$ cat src/rtl/coreresetp_pcie_hotreset_mc_pkg.sv
// Shared types and constants for the multi-channel PCIe HotReset workaround.
// Optional HOTRESET_DETECT timeout is enabled by CORERESETP_HOTRESET_TIMEOUT_EN.
package coreresetp_hotreset_pkg;

  localparam int LTSSM_W = 5;
  localparam int CNT_W   = 8;
  localparam int TMO_W   = 16;

  localparam logic [LTSSM_W-1:0] LTSSM_HOT_RESET    = 5'b10100;
  localparam logic [LTSSM_W-1:0] LTSSM_DISABLED     = 5'b10000;
  localparam logic [LTSSM_W-1:0] LTSSM_DETECT_QUIET = 5'b00000;

  // Bit positions inside the per-channel level/entry flag vectors
  localparam int LVL_HR  = 0;
  localparam int LVL_DIS = 1;
  localparam int LVL_DQ  = 2;

  typedef enum logic [1:0] {
    IDLE            = 2'b00,
    HOTRESET_DETECT = 2'b01,
    DETECT_QUIET    = 2'b10,
    RESET_ASSERT    = 2'b11
  } state_t;

  function automatic logic [CNT_W-1:0] sat_inc(input logic [CNT_W-1:0] v);
    return (v == '1) ? v : v + 1'b1;
  endfunction

endpackage

$ cat src/rtl/coreresetp_pcie_hotreset_mc_if.sv
// Per-channel APB snoop bundle (select, write, read data) for the HotReset block.
interface coreresetp_pcie_hotreset_mc_if #(
  parameter int NUM_SDIF = 1
);
  logic [NUM_SDIF-1:0]    psel;
  logic [NUM_SDIF-1:0]    pwrite;
  logic [32*NUM_SDIF-1:0] prdata;

  modport master (output psel, output pwrite, output prdata);
  modport slave  (input  psel, input  pwrite, input  prdata);
endinterface

$ cat src/rtl/coreresetp_pcie_hotreset_mc_chan.sv
// One SDIF channel: LTSSM snoop pipeline, HotReset FSM, counters, reset synchroniser.
// CORERESETP_HOTRESET_TIMEOUT_EN adds the HOTRESET_DETECT dwell timeout.
module coreresetp_hotreset_chan
  import coreresetp_hotreset_pkg::*;
#(
  parameter int LTSSM_LSB      = 26,
  parameter int HOLD_CYCLES    = 100,
  parameter int TIMEOUT_CYCLES = 4096
) (
  input  logic             CLK_BASE,
  input  logic             sdif_core_reset_n_0,
  input  logic             psel,
  input  logic             pwrite,
  input  logic [31:0]      prdata,
  output logic             sdif_core_reset_n,
  output logic             hot_reset_active,
  output logic [CNT_W-1:0] hot_reset_count,
  output logic             timeout_p
);

  localparam int                HOLD_W    = $clog2(HOLD_CYCLES);
  localparam logic [HOLD_W-1:0] HOLD_LAST = HOLD_W'(HOLD_CYCLES - 1);

  logic [LTSSM_W-1:0] ltssm_q1_reg, ltssm_q2_reg;
  logic               psel_q1_reg, psel_q2_reg;
  logic               pwrite_q1_reg, pwrite_q2_reg;
  logic               no_apb_read;
  logic [2:0]         lvl_next, lvl_reg, lvl_q_reg, entry_reg;

  state_t             state_reg, state_next;
  logic               hot_reset_n_reg, hot_reset_n_next;
  logic [HOLD_W-1:0]  hold_cnt_reg, hold_cnt_next;
  logic [CNT_W-1:0]   count_reg, count_next;
  logic               active_reg;

  logic               core_areset_n;
  logic [1:0]         rst_sync_reg;

  // Only the LTSSM field is meaningful; the rest of the word is ignored
  logic unused_prdata;
  assign unused_prdata = ^prdata;

`ifdef CORERESETP_HOTRESET_TIMEOUT_EN
  localparam logic [TMO_W-1:0] TMO_LAST = TMO_W'(TIMEOUT_CYCLES - 1);
  logic [TMO_W-1:0] tmo_cnt_reg, tmo_cnt_next;
  logic             timeout_p_reg, timeout_p_next;
`else
  localparam int unused_timeout_cycles = TIMEOUT_CYCLES;
`endif

  // Level flags are meaningless while an APB read owns PRDATA
  assign no_apb_read = !psel_q2_reg | pwrite_q2_reg;
  always_comb begin
    lvl_next = 3'b000;
    if (no_apb_read) begin
      lvl_next[LVL_HR]  = (ltssm_q2_reg == LTSSM_HOT_RESET);
      lvl_next[LVL_DIS] = (ltssm_q2_reg == LTSSM_DISABLED);
      lvl_next[LVL_DQ]  = (ltssm_q2_reg == LTSSM_DETECT_QUIET);
    end
  end

  always_ff @(posedge CLK_BASE or negedge sdif_core_reset_n_0) begin
    if (!sdif_core_reset_n_0) begin
      ltssm_q1_reg  <= '0;
      ltssm_q2_reg  <= '0;
      psel_q1_reg   <= 1'b0;
      psel_q2_reg   <= 1'b0;
      pwrite_q1_reg <= 1'b0;
      pwrite_q2_reg <= 1'b0;
      lvl_reg       <= '0;
      lvl_q_reg     <= '0;
      entry_reg     <= '0;
    end else begin
      ltssm_q1_reg  <= prdata[LTSSM_LSB +: LTSSM_W];
      ltssm_q2_reg  <= ltssm_q1_reg;
      psel_q1_reg   <= psel;
      psel_q2_reg   <= psel_q1_reg;
      pwrite_q1_reg <= pwrite;
      pwrite_q2_reg <= pwrite_q1_reg;
      lvl_reg       <= lvl_next;
      lvl_q_reg     <= lvl_reg;
      entry_reg     <= lvl_reg & ~lvl_q_reg;
    end
  end

  always_comb begin
    state_next       = state_reg;
    hot_reset_n_next = hot_reset_n_reg;
    hold_cnt_next    = hold_cnt_reg;
    count_next       = count_reg;
`ifdef CORERESETP_HOTRESET_TIMEOUT_EN
    tmo_cnt_next     = tmo_cnt_reg;
    timeout_p_next   = 1'b0;
`endif
    case (state_reg)
      IDLE: begin
        if (entry_reg[LVL_HR] || entry_reg[LVL_DIS]) begin
          state_next = HOTRESET_DETECT;
`ifdef CORERESETP_HOTRESET_TIMEOUT_EN
          tmo_cnt_next = '0;
`endif
        end
      end
      HOTRESET_DETECT: begin
        // Detect.Quiet entry takes priority over a coincident timeout
        if (entry_reg[LVL_DQ]) begin
          state_next       = DETECT_QUIET;
          hot_reset_n_next = 1'b0;
        end
`ifdef CORERESETP_HOTRESET_TIMEOUT_EN
        else if (tmo_cnt_reg == TMO_LAST) begin
          state_next     = IDLE;
          timeout_p_next = 1'b1;
        end else begin
          tmo_cnt_next = tmo_cnt_reg + 1'b1;
        end
`endif
      end
      DETECT_QUIET: begin
        hold_cnt_next = '0;
        state_next    = RESET_ASSERT;
      end
      RESET_ASSERT: begin
        if (hold_cnt_reg == HOLD_LAST) begin
          state_next       = IDLE;
          hot_reset_n_next = 1'b1;
          count_next       = sat_inc(count_reg);
        end else begin
          hold_cnt_next = hold_cnt_reg + 1'b1;
        end
      end
      default: begin
        state_next       = IDLE;
        hot_reset_n_next = 1'b1;
      end
    endcase
  end

  always_ff @(posedge CLK_BASE or negedge sdif_core_reset_n_0) begin
    if (!sdif_core_reset_n_0) begin
      state_reg       <= IDLE;
      hot_reset_n_reg <= 1'b1;
      hold_cnt_reg    <= '0;
      count_reg       <= '0;
      active_reg      <= 1'b0;
`ifdef CORERESETP_HOTRESET_TIMEOUT_EN
      tmo_cnt_reg     <= '0;
      timeout_p_reg   <= 1'b0;
`endif
    end else begin
      state_reg       <= state_next;
      hot_reset_n_reg <= hot_reset_n_next;
      hold_cnt_reg    <= hold_cnt_next;
      count_reg       <= count_next;
      active_reg      <= (state_next == DETECT_QUIET) || (state_next == RESET_ASSERT);
`ifdef CORERESETP_HOTRESET_TIMEOUT_EN
      tmo_cnt_reg     <= tmo_cnt_next;
      timeout_p_reg   <= timeout_p_next;
`endif
    end
  end

  // Assert immediately from either source, release synchronously after two flops
  assign core_areset_n = hot_reset_n_reg & sdif_core_reset_n_0;
  always_ff @(posedge CLK_BASE or negedge core_areset_n) begin
    if (!core_areset_n) begin
      rst_sync_reg <= 2'b00;
    end else begin
      rst_sync_reg <= {rst_sync_reg[0], 1'b1};
    end
  end

  assign sdif_core_reset_n = rst_sync_reg[1];
  assign hot_reset_active  = active_reg;
  assign hot_reset_count   = count_reg;
`ifdef CORERESETP_HOTRESET_TIMEOUT_EN
  assign timeout_p = timeout_p_reg;
`else
  assign timeout_p = 1'b0;
`endif

endmodule

$ cat src/rtl/coreresetp_pcie_hotreset_mc.sv
// Multi-channel PCIe HotReset workaround top: one independent channel per SDIF.
// CORERESETP_HOTRESET_TIMEOUT_EN enables the per-channel HOTRESET_DETECT timeout.
module coreresetp_pcie_hotreset_mc
  import coreresetp_hotreset_pkg::*;
#(
  parameter int NUM_SDIF       = 1,
  parameter int LTSSM_LSB      = 26,
  parameter int HOLD_CYCLES    = 100,
  parameter int TIMEOUT_CYCLES = 4096
) (
  input  logic                        CLK_BASE,
  input  logic                        sdif_core_reset_n_0,
  coreresetp_pcie_hotreset_mc_if.slave apb,
  output logic [NUM_SDIF-1:0]         sdif_core_reset_n,
  output logic [NUM_SDIF-1:0]         hot_reset_active,
  output logic [CNT_W*NUM_SDIF-1:0]   hot_reset_count,
  output logic [NUM_SDIF-1:0]         timeout_p
);

  for (genvar gi = 0; gi < NUM_SDIF; gi++) begin : g_chan
    coreresetp_hotreset_chan #(
      .LTSSM_LSB      (LTSSM_LSB),
      .HOLD_CYCLES    (HOLD_CYCLES),
      .TIMEOUT_CYCLES (TIMEOUT_CYCLES)
    ) u_chan (
      .CLK_BASE            (CLK_BASE),
      .sdif_core_reset_n_0 (sdif_core_reset_n_0),
      .psel                (apb.psel[gi]),
      .pwrite              (apb.pwrite[gi]),
      .prdata              (apb.prdata[32*gi +: 32]),
      .sdif_core_reset_n   (sdif_core_reset_n[gi]),
      .hot_reset_active    (hot_reset_active[gi]),
      .hot_reset_count     (hot_reset_count[CNT_W*gi +: CNT_W]),
      .timeout_p           (timeout_p[gi])
    );
  end

endmodule

$ cat src/flat_wrapper.sv
// flat-port wrapper written by rule: the top's interface ports become plain ports
module coreresetp_pcie_hotreset_mc_flat import coreresetp_hotreset_pkg::*;
#(
  parameter int NUM_SDIF       = 1,
  parameter int LTSSM_LSB      = 26,
  parameter int HOLD_CYCLES    = 100,
  parameter int TIMEOUT_CYCLES = 4096
)
  (CLK_BASE, sdif_core_reset_n_0, sdif_core_reset_n, hot_reset_active, hot_reset_count, timeout_p, apb_psel, apb_pwrite, apb_prdata);
  coreresetp_pcie_hotreset_mc_if #(.NUM_SDIF(NUM_SDIF)) apb_i ();
  input  logic CLK_BASE;
  input  logic sdif_core_reset_n_0;
  output logic [NUM_SDIF-1:0] sdif_core_reset_n;
  output logic [NUM_SDIF-1:0] hot_reset_active;
  output logic [CNT_W*NUM_SDIF-1:0] hot_reset_count;
  output logic [NUM_SDIF-1:0] timeout_p;
  input wire logic [$bits(apb_i.psel)-1:0] apb_psel;
  input wire logic [$bits(apb_i.pwrite)-1:0] apb_pwrite;
  input wire logic [$bits(apb_i.prdata)-1:0] apb_prdata;
  assign apb_i.psel = apb_psel;
  assign apb_i.pwrite = apb_pwrite;
  assign apb_i.prdata = apb_prdata;
  coreresetp_pcie_hotreset_mc #(.NUM_SDIF(NUM_SDIF), .LTSSM_LSB(LTSSM_LSB), .HOLD_CYCLES(HOLD_CYCLES), .TIMEOUT_CYCLES(TIMEOUT_CYCLES)) u_core (.CLK_BASE(CLK_BASE), .sdif_core_reset_n_0(sdif_core_reset_n_0), .apb(apb_i), .sdif_core_reset_n(sdif_core_reset_n), .hot_reset_active(hot_reset_active), .hot_reset_count(hot_reset_count), .timeout_p(timeout_p));
endmodule
$ cat config.mk
export PLATFORM = sky130hd
export DESIGN_NAME = coreresetp_pcie_hotreset_mc_flat
export DESIGN_NICKNAME = d
export VERILOG_FILES = /design/src/rtl/coreresetp_pcie_hotreset_mc_pkg.sv /design/src/rtl/coreresetp_pcie_hotreset_mc_if.sv /design/src/rtl/coreresetp_pcie_hotreset_mc_chan.sv /design/src/rtl/coreresetp_pcie_hotreset_mc.sv /design/src/flat_wrapper.sv
export SDC_FILE = /design/constraint.sdc
export NUM_CORES = 1
export LEC_CHECK = 0
export CORE_MARGIN = 3
export CORE_UTILIZATION = 50
export CTS_BUF_LIST = sky130_fd_sc_hd__clkbuf_4 sky130_fd_sc_hd__clkbuf_8
export CTS_CLUSTER_DIAMETER = 120
export DETAILED_ROUTE_END_ITERATION = 6
export PLACE_DENSITY = 0.84
export SYNTH_ARGS = -nofsm -noshare
export SYNTH_HDL_FRONTEND = slang
export SYNTH_SLANG_ARGS = --single-unit
export TNS_END_PERCENT = 30
$ cat constraint.sdc
create_clock -name CLK_BASE -period 1.35 [get_ports CLK_BASE]
set_input_delay 0.3375 -clock CLK_BASE [delete_from_list [all_inputs] [get_ports CLK_BASE]]
set_output_delay 0.3375 -clock CLK_BASE [all_outputs]
set_load 0.05 [all_outputs]
* After elaboration in Yosys (flattened, before gate mapping)
Cells that the tools add are included.
** Cells by class
- $add $sub $neg :: 2
- Multiply operators :: 0
- Divide/modulo/power cells :: 0
- Magnitude comparators :: 0
- Eq/ne operators :: 12
- Shift-type cells :: 0
- Mux-type cells :: 10
- Bitwise operators :: 5
- Reductions and logical operators :: 10
** Operators with widths (number)
- $pmux 7 s2 :: 1
- $eq 5x5->1 const B :: 2
- $add 8x1->8 const B :: 1
- $eq 2x2->1 const B :: 4
- $eq 8x8->1 const B :: 1
- $pmux 2 s4 :: 1
- $add 7x1->7 const B :: 1
- $eq 7x7->1 const B :: 1
- $mux 7 :: 1
- $mux 2 :: 3
- $ne 2x2->1 const B :: 3
- $reduce_and 3->1 :: 2
- $logic_not 5->1 :: 1
- $reduce_bool 2->1 :: 2
- $and 3x3->3 :: 1
- $mux 3 :: 1
- $not 3->3 :: 1
- $eq 2x1->1 const B :: 1
- $logic_not 2->1 :: 1
- $logic_or 1x1->1 :: 2
- $mux 1 :: 2
- $pmux 1 s2 :: 1
- $reduce_and 2->1 :: 1
- $and 1x1->1 :: 1
- other kinds (3) :: 3
** Storage, ports and cells
- Flip-flop bits (word level) :: 44
- Bits in latches :: 0
- Memory bits (writable) :: 0
- Bits in read-only memories :: 0
- Bits of input ports :: 36
- Output and inout bits :: 11
- Logic and storage cells :: 54
- Memories kept :: 0

* Depth between registers and ports, before layout
Gate-level depths: netlist (run 1).
- Depth in word-level cells :: 5
- Mapped depth :: 5
- Mapped depth without buffers :: 5

* Least setup slack after synthesis (run 1)
OpenSTA, ideal clock, no wires.
- Path type :: reg-to-reg
- Start :: reg u_core.g_chan[0].u_chan.count_reg[0]
- End :: reg u_core.g_chan[0].u_chan.count_reg[1]
- Setup time :: 0.125 ns
- Arrival :: 1.733 ns
- Data required time :: 1.225 ns
- Setup slack :: -0.507 ns
- Cell stages (with the launch flop) :: 6
- Buffers on the path :: 0
- Clock period less this slack :: 1.857 ns
- Path through :: dfrtp_1 ha_1 nand3_1 nor3_2 nor2_1 mux2_2
** Between the ends
- Longest elaborated chain between the ends :: 3
- Elaborated cells on any way between the ends :: 4
- Classes of those cells :: 1 x add/sub; 1 x eq/ne; 1 x bitwise; 1 x reduce/logical
** RTL lines
- start, declared :: line coreresetp_pcie_hotreset_mc_chan.sv:33 : logic [CNT_W-1:0] count_reg, count_next;
- start signal, assigned :: line coreresetp_pcie_hotreset_mc_chan.sv:154 : count_reg <= count_next;
- branches (longest 3 deep; another with $add 8x1->8)
Parallel ways; which one is timed is not known.
A chain may end at the register's enable or synchronous reset.

* Final worst setup path (run 1)
- Start :: reg u_core.g_chan[0].u_chan.hold_cnt_reg[4]
- End :: reg u_core.g_chan[0].u_chan.count_reg[3]
** Between the ends
- Longest elaborated chain between the ends :: 2
** RTL lines
- start, declared :: line coreresetp_pcie_hotreset_mc_chan.sv:32 : logic [HOLD_W-1:0] hold_cnt_reg, hold_cnt_next;
- start signal, assigned :: line coreresetp_pcie_hotreset_mc_chan.sv:153 : hold_cnt_reg <= hold_cnt_next;
- $eq 7x7->1 :: line coreresetp_pcie_hotreset_mc_chan.sv:124 : if (hold_cnt_reg == HOLD_LAST) begin
- $reduce_and 3->1 (no source line)
Every way passes these cells.

==> results of run 1 <==
area by class of cell:
class	instances	area, um2	area share, %
flip-flops and latches	43	1090	45.3
multi-input cells	77	623	25.9
repair buffers	49	564	23.5
well taps	42	52.6	2.18
clock buffers	6	45.0	1.87
inverters	5	18.8	0.780
clock inverters	2	12.5	0.520
metal layers:
metal / track usage (%) / share of wire [%]
met5: 0 / 0
met4: 6.34 / 1.1
met3: 5.58 / 4.5
met2: 36.2 / 55
met1: 23.6 / 39
worst register-to-register path: cells and delay by family (launching register included):
family | cells | cell delay, ns
and+or+nand+nor | 3 | 0.92
xor gates and xnor gates | 1 | 0.19
DFF | 1 | 0.41
cells in the final DEF, fill, tap and decap left out, types with 2 or more instances in the layout:
cell             Yosys  layout
a21oi_1              3       3
a22o_1               2       2
buf_12               0      11
buf_4                1      19
buf_6                0       9
clkbuf_4             0       6
clkdlybuf4s50_1      0       7
conb_1               2       2
dfrtp_1             42      32
dfrtp_2              0      10
inv_1                5       5
mux2_4               0       2
nand2_1             10       9
nand2b_1             2       2
nand3_1              5       3
nand4_1              3       3
nor2_1               8       6
nor2b_1              5       4
nor3_1               6       5
nor3_4               0       2
o21ai_0              4       3
xor2_1               6       6
worst min-delay path by stage:
stage,start,to,slack [ns]
2_1_floorplan,sdif_core_reset_n_0,u_core.g_chan[0].u_chan.entry_reg[0],0.04
3_3_place_gp,sdif_core_reset_n_0,u_core.g_chan[0].u_chan.hold_cnt_reg[0],0.30
3_5_place_dp,sdif_core_reset_n_0,u_core.g_chan[0].u_chan.hold_cnt_reg[2],0.32
4_1_cts,u_core.g_chan[0].u_chan.ltssm_q1_reg[0],u_core.g_chan[0].u_chan.ltssm_q2_reg[0],0.36
5_1_grt,u_core.g_chan[0].u_chan.ltssm_q1_reg[0],u_core.g_chan[0].u_chan.ltssm_q2_reg[0],0.37
6_report,u_core.g_chan[0].u_chan.ltssm_q1_reg[0],u_core.g_chan[0].u_chan.ltssm_q2_reg[0],0.35
per-stage QoR:
| stage | utilization (%) | setup slack (ns) | hold slack, ns | std cells | setup TNS [ns] |
|---|---|---|---|---|---|
| floorplan | - | -0.155 | 0.0419 | 128 | -0.911 |
| global placement | 74.4 | -0.219 | 0.299 | 207 | -1.04 |
| detailed placement | 74.4 | -0.267 | 0.316 | 207 | -1.81 |
| CTS | 80.3 | -0.216 | 0.360 | 220 | -1.68 |
| global route | 83.0 | -0.353 | 0.370 | 224 | -3.71 |
| finish | 83.0 | -0.249 | 0.348 | 224 | -2.13 |
kinds of logic (layout without fill, tap and decap cells):
group	after synthesis	after routing	share of synthesized area (%)
AND/OR/NAND/NOR	50	50	17.6
flip-flops	43	43	67.2
AO/OA/AOI/OAI	15	15	6.47
buffers and inverters	8	62	2.11
XOR/XNOR	6	6	3.28
adder cells (fa/ha/maj)	2	2	1.56
other	2	2	0.468
multiplexers	2	2	1.40
power breakdown:
part | switching, W | internal, W | total, W
Sequential | 0.0000713 | 0.00139 | 0.00146
Clock | 0.000406 | 0.000222 | 0.000628
Combinational | 0.000359 | 0.000369 | 0.000728
Total | 0.000836 | 0.00198 | 0.00282
what timing repair did:
| item | CTS | global route |
|---|---|---|
| setup buffers | 4 | 4 |
| pin swaps | 6 | 6 |
| cloned | 0 | 0 |
| endpoints found under the setup margin | 23 | 26 |
| gates resized for setup | 20 | 10 |
| hold endpoints to repair | 16 | 0 |
| hold buffers | 1 | 0 |
==> flow_summary.json, run 1 <==
{
  "synthesis.nets": 166,
  "dp_hpwl_mm": 2.36,
  "r2r-end": "u_core.g_chan[0].u_chan.hot_reset_count[3]",
  "rrSetupSlack_ns": -0.25,
  "path_clk_slew_ns": 0.13,
  "syn_to_final_growth_pct": 50.0,
  "grt_pass1_wl_mm": 6.13,
  "crit_path_max_fanout": 7,
  "synth_seq_cells": 43,
  "fp.dieW_um": 62.6,
  "status": "finished with violations",
  "core-area_um2": 2900,
  "vias": 1191,
  "r2r-start": "u_core.g_chan[0].u_chan.hold_cnt_reg[4]",
  "avgRoutedWirePerCell_um": 16.4,
  "ir_drop_mv": 0.940,
  "root_buffer": "clkbuf_4",
  "ant_nets": 0,
  "dr.pass1.iters": 6,
  "rsz0062_at_grt": "true",
  "drtIter0Drc": 101,
  "drive_gt1_share_pct": 44.5,
  "fmax_mhz": 625,
  "min_period_over_period_pct": 118,
  "violations": "negative setup slack",
  "critPathLaunchType": "register",
  "hold_depth": 0,
  "nFillCells": 155,
  "worstPathCellList": "and4bb_2 > nand4_4 > nor3_1 > xor2_1",
  "syn_inst": 128,
  "syn_area_um2": 1600,
  "power.density_nw_per_um2": 1170,
  "avgSynthCellArea_um2": 12.5,
  "crit_path_end": "u_core.g_chan[0].u_chan.hot_reset_count[3]",
  "die-area_um2": 3920,
  "max-cap-violations": 0,
  "fin_skew_ns": 0.0174,
  "maxSlewViolCount": 0,
  "grt-ovfl-total": 0,
  "worstPathArrival_ns": 1.86,
  "finalHoldViolCount": 0,
  "rr_worst_depth": 4,
  "drc": 0,
  "crit_buf_inv": 0,
  "synth_edf_count": 0,
  "critPathMaxStageDelay_ns": 0.41,
  "synth_top_area_cell": "dfrtp_1",
  "clockBufferDepth": 2,
  "cts.sinks": 43,
  "netlist_top_cells_area": "dfrtp_1 (66%), xor2_1 (3.3%), nand2_1 (2.3%), nor2b_1 (2.0%), nor3_1 (1.9%)",
  "synth_commonest_cells": "dfrtp_1 (42), nand2_1 (10), nor2_1 (8)",
  "grt_max_degree": 25,
  "rows": 19,
  "fin_crit_ns": 1.60,
  "grt_pass1_vias": 1310,
  "async_flop_share_pct": 100,
  "io_buffers": 18,
  "fp.dieH_um": 62.6,
  "grt_antenna_before_repair": 0,
  "worstSetupPathType": "register to register",
  "setup_slack_ns": -0.249,
  "diodes": 0,
  "holdCritPathClass": "register to register",
  "cp-end-kind": "register",
  "synth_most_common_cell": "dfrtp_1",
  "p_leak_nw": 1.13,
  "slowest_stage": "dfrtp_1",
  "synthDistinctLibCells": 32,
  "synth_warnings": 0,
  "design_area_um2": 2410,
  "crit_required_ns": 1.61,
  "track_usage_pct": 20.3,
  "netlist.area_leader.share_pct": 65.5,
  "synth_flop_cell": "dfrtp_1",
  "cts_tree": "yes",
  "largest_register_ffs": 8,
  "totalPowerFinal_w": 0.00282,
  "seq_area_frac_synth_pct": 67.2,
  "critPathTopFamily": "simple AND/OR/NAND/NOR gates",
  "cts-htree-levels": 2,
  "setup_violations": 22,
  "initial_core_util_pct": 55.3,
  "finalWeightedCongestion": 0.776,
  "finalNetCount": 219,
  "dpl-instance-area_um2": 2160,
  "io-pin-count": 47,
  "routed_wl_mm": 3.67,
  "path_depth": 4,
  "cts_buffers": 5,
  "crit_start": "u_core.g_chan[0].u_chan.hold_cnt_reg[4]",
  "clk_latency_ns": 0.35,
  "viasPerCell": 5.32
}
Note: power is estimated with default switching activity, not from simulation.
==> run 2, diff against run 1 <==
--- a/config.mk
+++ b/config.mk
@@ -6,11 +6,11 @@
 export NUM_CORES = 1
 export LEC_CHECK = 0
 export CORE_MARGIN = 3
-export CORE_UTILIZATION = 50
+export CORE_UTILIZATION = 52
 export CTS_BUF_LIST = sky130_fd_sc_hd__clkbuf_4 sky130_fd_sc_hd__clkbuf_8
 export CTS_CLUSTER_DIAMETER = 120
 export DETAILED_ROUTE_END_ITERATION = 6
-export PLACE_DENSITY = 0.84
+export PLACE_DENSITY = 0.87
 export SYNTH_ARGS = -nofsm -noshare
 export SYNTH_HDL_FRONTEND = slang
 export SYNTH_SLANG_ARGS = --single-unit
==> run 2 against run 1 <==
Final cell count shrank 4.5%. Critical path type unchanged. Cell area grew 0.94%. Utilization grew 2.2 points. Total power grew 9.2%. The run still ends with negative setup slack left. Via count grew 6.7%.
==> flow_summary.json, run 2 (same netlist as run 1, synthesis figures left out) <==
{
  "most-common-layout-cells": "dfrtp_1 (33), buf_4 (20), buf_12 (11), buf_6 (10)",
  "maxSlewViolCount": 0,
  "cp-end-kind": "register",
  "rrSetupSlack_ns": -0.32,
  "critPathMaxStageDelay_ns": 0.39,
  "crit_required_ns": 1.63,
  "io-pin-count": 47,
  "violations": "negative setup slack",
  "setup_violations": 24,
  "finalNetCount": 220,
  "critPathLaunchType": "register",
  "initial_core_util_pct": 56.2,
  "fp.dieW_um": 61.5,
  "clockBufferDepth": 2,
  "holdWs_ns": 0.353,
  "cts_buffers": 5,
  "finalWeightedCongestion": 0.822,
  "root_buffer": "clkbuf_4",
  "viasPerCell": 5.94,
  "grt-ovfl-total": 0,
  "min_period_over_period_pct": 124,
  "track_usage_pct": 23.5,
  "fin_skew_ns": 0.0328,
  "slowest_stage": "dfrtp_1",
  "drive_gt1_share_pct": 44.3,
  "dp_hpwl_mm": 2.41,
  "cts-htree-levels": 2,
  "worstSetupPathType": "register to register",
  "totalPowerFinal_w": 0.00307,
  "setup_slack_ns": -0.321,
  "crit_path_max_fanout": 7,
  "ir_drop_mv": 1.07,
  "rows": 19,
  "finalHoldViolCount": 0,
  "cts.sinks": 43,
  "grt_max_degree": 28,
  "clk_latency_ns": 0.37,
  "status": "finished with violations",
  "power.density_nw_per_um2": 1270,
  "diodes": 0,
  "io_buffers": 18,
  "die-area_um2": 3790,
  "nFillCells": 125,
  "finish.utilization_pct": 85.1,
  "fin_crit_ns": 1.67,
  "worstPathCellList": "ha_2 > nor2b_4 > nand4_4 > nor3_4 > mux2_4",
  "core-area_um2": 2850,
  "multi_input_area_um2": 632,
  "avgRoutedWirePerCell_um": 21.6,
  "crit_buf_inv": 0,
  "drc": 0,
  "cts_tree": "yes",
  "routed_wl_mm": 4.63,
  "ant_nets": 0,
  "grt_antenna_before_repair": 0,
  "dpl_worst_slack_ns": -0.260,
  "path_clk_slew_ns": 0.15,
  "seq_area_um2": 1090,
  "grt_pass1_wl_mm": 6.06,
  "p_leak_nw": 1.15,
  "holdCritPathClass": "register to register",
  "vias": 1271,
  "grt_pass1_vias": 1274,
  "max-cap-violations": 0,
  "fp.dieH_um": 61.5,
  "dr.pass1.iters": 4,
  "syn_to_final_growth_pct": 51.4,
  "rsz0062_at_grt": "true",
  "mostFrequentLayoutCell": "dfrtp_1",
  "drtIter0Drc": 90,
  "largest_register_ffs": 8,
  "fmax_mhz": 598,
  "worstPathArrival_ns": 1.95,
  "critPathTopFamily": "simple AND/OR/NAND/NOR gates"
}
## run 2: cell types whose count changed in the layout (fill, tap and decap cells not counted), sizes merged
cell	change
buf	+1
bufinv	+1
clkbuf	+1
clkinv	-1
clkinvlp	-1
## run 2: final cells by class
cell class | count | area share, %
clock buffer | 7 | 2.16
inverter | 5 | 0.773
clock inverter | 1 | 1.24
multi-input combinational | 77 | 26.0
timing repair buffer | 50 | 23.4
sequential | 43 | 44.8
tap | 31 | 1.60
## run 2: worst reg2reg max path, stage by stage, from the launching register on
cell and delay, ns:
dfrtp_1 0.39, ha_2 0.22, nor2b_4 0.19, nand4_4 0.22
nor3_4 0.25, mux2_4 0.32
## run 2: per-stage QoR
step | area (um2) | std cells | TNS (ns)
after CTS | 2310 | 207 | -1.72
after global routing | 2430 | 214 | -4.35
final | 2430 | 214 | -2.94
after floorplan | 1670 | 128 | -0.911
after detailed placement | 2140 | 195 | -1.49
after global placement | 2140 | 195 | -1.06
## run 2: worst paths after layout
path                                                               from                                    endpoint  depth (start not counted)
worst max-delay path            u_core.g_chan[0].u_chan.hold_cnt_reg[1]  u_core.g_chan[0].u_chan.hot_reset_count[6]                          5
max in group asynchronous                           sdif_core_reset_n_0     u_core.g_chan[0].u_chan.ltssm_q1_reg[1]                          3
worst min register to register  u_core.g_chan[0].u_chan.ltssm_q1_reg[1]     u_core.g_chan[0].u_chan.ltssm_q2_reg[1]                          0
worst max register to register  u_core.g_chan[0].u_chan.hold_cnt_reg[1]  u_core.g_chan[0].u_chan.hot_reset_count[6]                          5
worst min-delay path            u_core.g_chan[0].u_chan.ltssm_q1_reg[1]     u_core.g_chan[0].u_chan.ltssm_q2_reg[1]                          0
min in group asynchronous       u_core.g_chan[0].u_chan.hot_reset_n_reg     u_core.g_chan[0].u_chan.rst_sync_reg[0]                          1
## run 2: where the power goes
part / leakage (nW) / switching, W / internal [W]
registers: 0.534 / 0.0000887 / 0.00139
clock network: 0.0463 / 0.000416 / 0.000433
logic: 0.568 / 0.000397 / 0.000351
total: 1.15 / 0.000902 / 0.00217
## run 2: routing by layer
metal / part of all wire, % / global-route usage [%] / up-vias
met5: 0 / 0 / -
met4: 4.2 / 12.7 / 0
met3: 5.6 / 7.55 / 19
met2: 53 / 39.3 / 65
met1: 37 / 26.4 / 640
li1: - / - / 547
## run 2: timing repair
item	CTS	global route
pin swaps	4	12
endpoints found under the setup margin	22	23
setup buffers	3	7
endpoints found under the hold margin	13	0
hold buffers	1	0
resized for setup	15	14
